### config.mk
export PLATFORM = sky130hd
export DESIGN_NAME = rom_16x4
export DESIGN_NICKNAME = d
export VERILOG_FILES = /design/src/rtl/rom_16x4.sv
export SDC_FILE = /design/constraint.sdc
export NUM_CORES = 1
export LEC_CHECK = 0
export BUFFER_PORTS_ARGS = -buffer_cell sky130_fd_sc_hd__buf_4
export CAP_MARGIN = 40
export CORE_AREA = 4 4 41 43
export CTS_BUF_LIST = sky130_fd_sc_hd__clkbuf_4 sky130_fd_sc_hd__clkbuf_8
export CTS_CLUSTER_DIAMETER = 200
export DETAILED_ROUTE_END_ITERATION = 12
export DIE_AREA = 0 0 45 47
export PLACE_DENSITY_LB_ADDON = 0.25
export RECOVER_POWER = 25
export SLEW_MARGIN = 20
export SYNTH_ARGS = -nofsm -noshare
export SYNTH_HDL_FRONTEND = slang
export SYNTH_SLANG_ARGS = --single-unit
### constraint.sdc
create_clock -name clk -period 1.14 [get_ports clk]
set_input_delay 0.342 -clock clk [delete_from_list [all_inputs] [get_ports clk]]
set_output_delay 0.342 -clock clk [all_outputs]
set_load 0.005 [all_outputs]
### src/rtl/rom_16x4.sv
// rom_16x4: 16-word x 4-bit constant lookup table with a registered, enable-gated read.
// Optional feature macro: ROM_PARITY_EN adds a registered parity output that tracks data.
// Words beyond the 16 defined entries read 0 when the address is wider than 4 bits.
// Wider words are zero-extended.
module rom_16x4 #(
  parameter int ADDR_W = 4,
  parameter int DATA_W = 4
) (
  input  logic              clk,
  input  logic              rst,
  input  logic              en,
  input  logic [ADDR_W-1:0] addr,
  output logic [DATA_W-1:0] data
`ifdef ROM_PARITY_EN
  ,
  output logic              parity
`endif
);

  // Address is widened to at least 4 bits so the table decode is always legal.
  localparam int AW = (ADDR_W > 4) ? ADDR_W : 4;

  logic [AW-1:0]     addr_ext;
  logic              in_tbl;
  logic [3:0]        word;
  logic [DATA_W-1:0] data_d, data_q;

  assign addr_ext = AW'(addr);

  // Any set bit above the low nibble selects an undefined entry, which reads 0.
  generate
    if (AW > 4) begin : g_hi
      assign in_tbl = (addr_ext[AW-1:4] == '0);
    end else begin : g_no_hi
      assign in_tbl = 1'b1;
    end
  endgenerate

  // Fixed table contents.
  always_comb begin
    word = 4'h0;
    if (in_tbl) begin
      case (addr_ext[3:0])
        4'h0: word = 4'h2;
        4'h1: word = 4'h4;
        4'h2: word = 4'h6;
        4'h3: word = 4'h8;
        4'h4: word = 4'hA;
        4'h5: word = 4'hC;
        4'h6: word = 4'hE;
        4'h7: word = 4'h1;
        4'h8: word = 4'h3;
        4'h9: word = 4'h5;
        4'hA: word = 4'h7;
        4'hB: word = 4'h9;
        4'hC: word = 4'hB;
        4'hD: word = 4'hD;
        4'hE: word = 4'hF;
        4'hF: word = 4'h0;
        default: word = 4'h0;
      endcase
    end
  end

  assign data_d = DATA_W'(word);

  // Output register: reset wins over enable; enable low holds the last word.
  always_ff @(posedge clk) begin
    if (rst) begin
      data_q <= '0;
    end else if (en) begin
      data_q <= data_d;
    end
  end

  assign data = data_q;

`ifdef ROM_PARITY_EN
  logic parity_d, parity_q;

  assign parity_d = ^word;

  // Parity register follows exactly the same reset/enable rules as data.
  always_ff @(posedge clk) begin
    if (rst) begin
      parity_q <= 1'b0;
    end else if (en) begin
      parity_q <= parity_d;
    end
  end

  assign parity = parity_q;
`endif

endmodule

==> out/metrics.json <==
{
  "status": {"value": "completed"},
  "min_period_over_period": {"value": 0.891},
  "layout_common_cells": {"value": "9 x sky130_fd_sc_hd__buf_4, 4 x sky130_fd_sc_hd__dfxtp_1, 3 x sky130_fd_sc_hd__clkbuf_4"},
  "place.gp.congestion": {"value": 0.588},
  "critical_path_arrival": {"value": 0.67, "unit": "ns"},
  "postSynthNetCount": {"value": 28},
  "final.setup_skew": {"value": 0, "unit": "ns"},
  "diodes": {"value": 0},
  "worstSetupEndpoint": {"value": "data[2]"},
  "synth_enable_flop_cells": {"value": 0},
  "grt_pass1_wl": {"value": 676, "unit": "um"},
  "synth-async-reset-ratio": {"value": 0},
  "drt_iter0_markers": {"value": 0},
  "holdCritPathClass": {"value": "input port to flip-flop"},
  "via_count_of_the_first_global_routing_pass": {"value": 167},
  "timing.rr.end": {"value": "data[1]"},
  "synthCells": {"value": 19},
  "clkPwrFrac": {"value": 0.438},
  "cts_resized": {"value": 0},
  "synth.area.mux_share": {"value": 0.0526},
  "synth_fa_ha_area_frac": {"value": 0.132},
  "clock_sink_count": {"value": 4},
  "dominantRegCellSynth": {"value": "sky130_fd_sc_hd__dfxtp_1"},
  "globalRouteOverflowTotal": {"value": 0},
  "largest_reg_flops": {"value": 4},
  "end_kind": {"value": "output pin"},
  "final-hold-violation-count": {"value": 0},
  "crit_fanout": {"value": 2},
  "n_fill_cell": {"value": 159},
  "start_util": {"value": 0.146},
  "setup.worst_path.start": {"value": "data[2]"},
  "synth-compound-area-share": {"value": 0.138},
  "ctsRootBufferMaster": {"value": "sky130_fd_sc_hd__clkbuf_4"},
  "static-leakage-power": {"value": 0.000129, "unit": "uW"},
  "clk_latency": {"value": 0.23, "unit": "ns"},
  "drt-wirelength-per-cell": {"value": 9.20, "unit": "um"},
  "setup-tns-final": {"value": 0, "unit": "ns"},
  "cp_max_stage_delay": {"value": 0.33, "unit": "ns"},
  "final-max-slew-violation-count": {"value": 0},
  "power.ir.vdd_worst": {"value": 0.820, "unit": "mV"},
  "p_sw": {"value": 77.7, "unit": "uW"},
  "crit_path_required_time": {"value": 0.80, "unit": "ns"},
  "worstPathBufferInverterCount": {"value": 1},
  "cp_top_family": {"value": "flip-flops"},
  "yosys.cell_types.count": {"value": 13},
  "routed_wl": {"value": 423, "unit": "um"},
  "cts_htree_levels": {"value": 1},
  "tritoncts": {"value": "yes"},
  "fin_hold_ws": {"value": 0.298, "unit": "ns"},
  "cts_inserted_buffers": {"value": 3},
  "timing.critical_path.from_type": {"value": "flip-flop"},
  "cpMaxStageDelayCell": {"value": "sky130_fd_sc_hd__dfxtp_1"},
  "timing.critical_path.cells": {"value": "buf_4"},
  "die_extent_in_y": {"value": 47, "unit": "um"},
  "ctsHoldBuffers": {"value": 0},
  "grtUsageTotal": {"value": 0.0521},
  "postSynthRegisterBits": {"value": 4},
  "route.antenna.remaining_nets": {"value": 0},
  "fp.coreArea": {"value": 0.00130, "unit": "sq mm"},
  "routed-via-count": {"value": 181},
  "synth_top_family_by_area": {"value": "simple AND/OR/NAND/NOR gates"},
  "pwr_density_cell": {"value": 1300, "unit": "mW/mm^2"},
  "reg2reg_depth": {"value": 2},
  "worst_margin_slew": {"value": 0.184, "unit": "ns"},
  "drtPass1Iterations": {"value": 1},
  "pin_count_of_the_biggest_net_entering_global_routing": {"value": 9},
  "p_int": {"value": 302, "unit": "uW"},
  "ctsLongestPathBuffers": {"value": 2},
  "final_core_util": {"value": 0.224},
  "post-cts-setup-buffers": {"value": 0},
  "design.portCount": {"value": 11},
  "power_switching_share": {"value": 0.205},
  "fp.dieArea": {"value": 0.00212, "unit": "sq mm"},
  "yosys_warnings": {"value": 0},
  "comb_power_share": {"value": 0.153},
  "path_class": {"value": "flip-flop to output pin"},
  "area_of_combinational_cells_with_multiple_inputs": {"value": 98.8, "unit": "sq um"},
  "buffer_ports.inserted": {"value": 10},
  "synth.cell_area": {"value": 190, "unit": "sq um"},
  "most_frequent_standard_cell_in_the_layout_excluding_fill_and_tap_cells": {"value": "sky130_fd_sc_hd__buf_4"},
  "synthXorXnorAreaFrac": {"value": 0},
  "layout.area.seq": {"value": 80.1, "unit": "sq um"},
  "drv.max_cap_violation_count": {"value": 0},
  "floorplan.die.width": {"value": 45, "unit": "um"},
  "synth_sequential_area_ratio": {"value": 0.421},
  "max_clock_freq": {"value": 0.984, "unit": "GHz"},
  "pwr-share-seq": {"value": 0.410},
  "worst_slew_margin_rel": {"value": 0.877},
  "grt_antenna_before_repair": {"value": 0},
  "synthToLayoutAreaGrowth": {"value": 53.3, "unit": "%"},
  "cts.reportedPaths.clkPinSlew": {"value": 0.03, "unit": "ns"},
  "critical_path_cell_count": {"value": 1},
  "avgSynthCellArea": {"value": 10.0, "unit": "sq um"},
  "dp_hpwl": {"value": 362, "unit": "um"},
  "drc_errors": {"value": 0},
  "fraction_of_final_layout_cells_sized_beyond_drive_strength_1": {"value": 0.387},
  "yosys.area_share.simple": {"value": 0.197},
  "setup_viol_count_final": {"value": 0},
  "period_minus_slack": {"value": 1.02, "unit": "ns"},
  "row_count": {"value": 13},
  "rsz_0062_raised_after_global_routing": {"value": "false"},
  "num-nets-final": {"value": 42},
  "worstReg2RegStart": {"value": "data[1]"},
  "setup.reg_to_reg.worst_slack": {"value": 0.53, "unit": "ns"},
  "viasPerCell": {"value": 3.93}
}
[final cells by class]
type,instances,share of cell area
Multi-Input combinational cell,14,0.339
Clock buffer,3,0.0773
Timing Repair Buffer,10,0.245
Tap cell,15,0.0644
Sequential cell,4,0.275
[worst min-delay path by stage]
stage	from	to	slack [ns]	depth (start not counted)
floorplan	rst	data[3]	0.41	1
global placement	data[3]	data[3]	0.46	2
detailed placement	data[3]	data[3]	0.46	2
CTS	rst	data[3]	0.29	2
global route	rst	data[3]	0.29	2
finish	rst	data[3]	0.30	2
[routing by layer]
layer  GRT usage  up-vias  routed length (um)
li1            -       95                   -
met1      0.0477       73                 175
met2      0.0593       13                 150
met3      0.0805        0                  97
met4      0.0175        0                   0
met5           0        -                   0
[kinds of logic (layout without fill, tap and decap cells)]
logic type	Yosys count	count (layout)
buf+inv	1	13
fa+ha+maj	2	2
mux	1	1
flops	4	4
compound gates	4	4
simple gates	7	7
[cell usage after synthesis, drive strengths merged, types with 2 or more instances]
cell type / count / area (sq um)
dfxtp: 4 / 80.1
nand2b: 2 / 12.5
nor2: 2 / 7.51
ha: 2 / 25.0
[power groups by stage]
stage | clock network [uW] | logic, uW | registers (uW)
6_report | 166 | 58.0 | 156
5_1_grt | 197 | 65.6 | 157
4_1_cts | 177 | 60.7 | 155
3_5_place_dp | 0 | 60.6 | 157
3_3_place_gp | 0 | 59.3 | 157
2_1_floorplan | 0 | 24.3 | 158
[metrics by stage]
| stage | std cells | total power, uW | setup slack [ns] | cell area, sq um |
|---|---|---|---|---|
| 4_1_cts | 46 | 393 | 0.118 | 295 |
| 6_report | 46 | 380 | 0.124 | 292 |
| 5_1_grt | 46 | 419 | 0.0749 | 292 |
| 2_1_floorplan | 19 | 182 | 0.259 | 190 |
| 3_3_place_gp | 43 | 216 | 0.102 | 273 |
| 3_5_place_dp | 43 | 218 | 0.0893 | 273 |
[worst register-to-register path, cell delays in order (launching register included)]
cell and delay, ns:
sky130_fd_sc_hd__dfxtp_1 0.32, sky130_fd_sc_hd__nor2_1 0.04, sky130_fd_sc_hd__a211oi_1 0.16
Note: power is estimated with default switching activity, not from simulation.
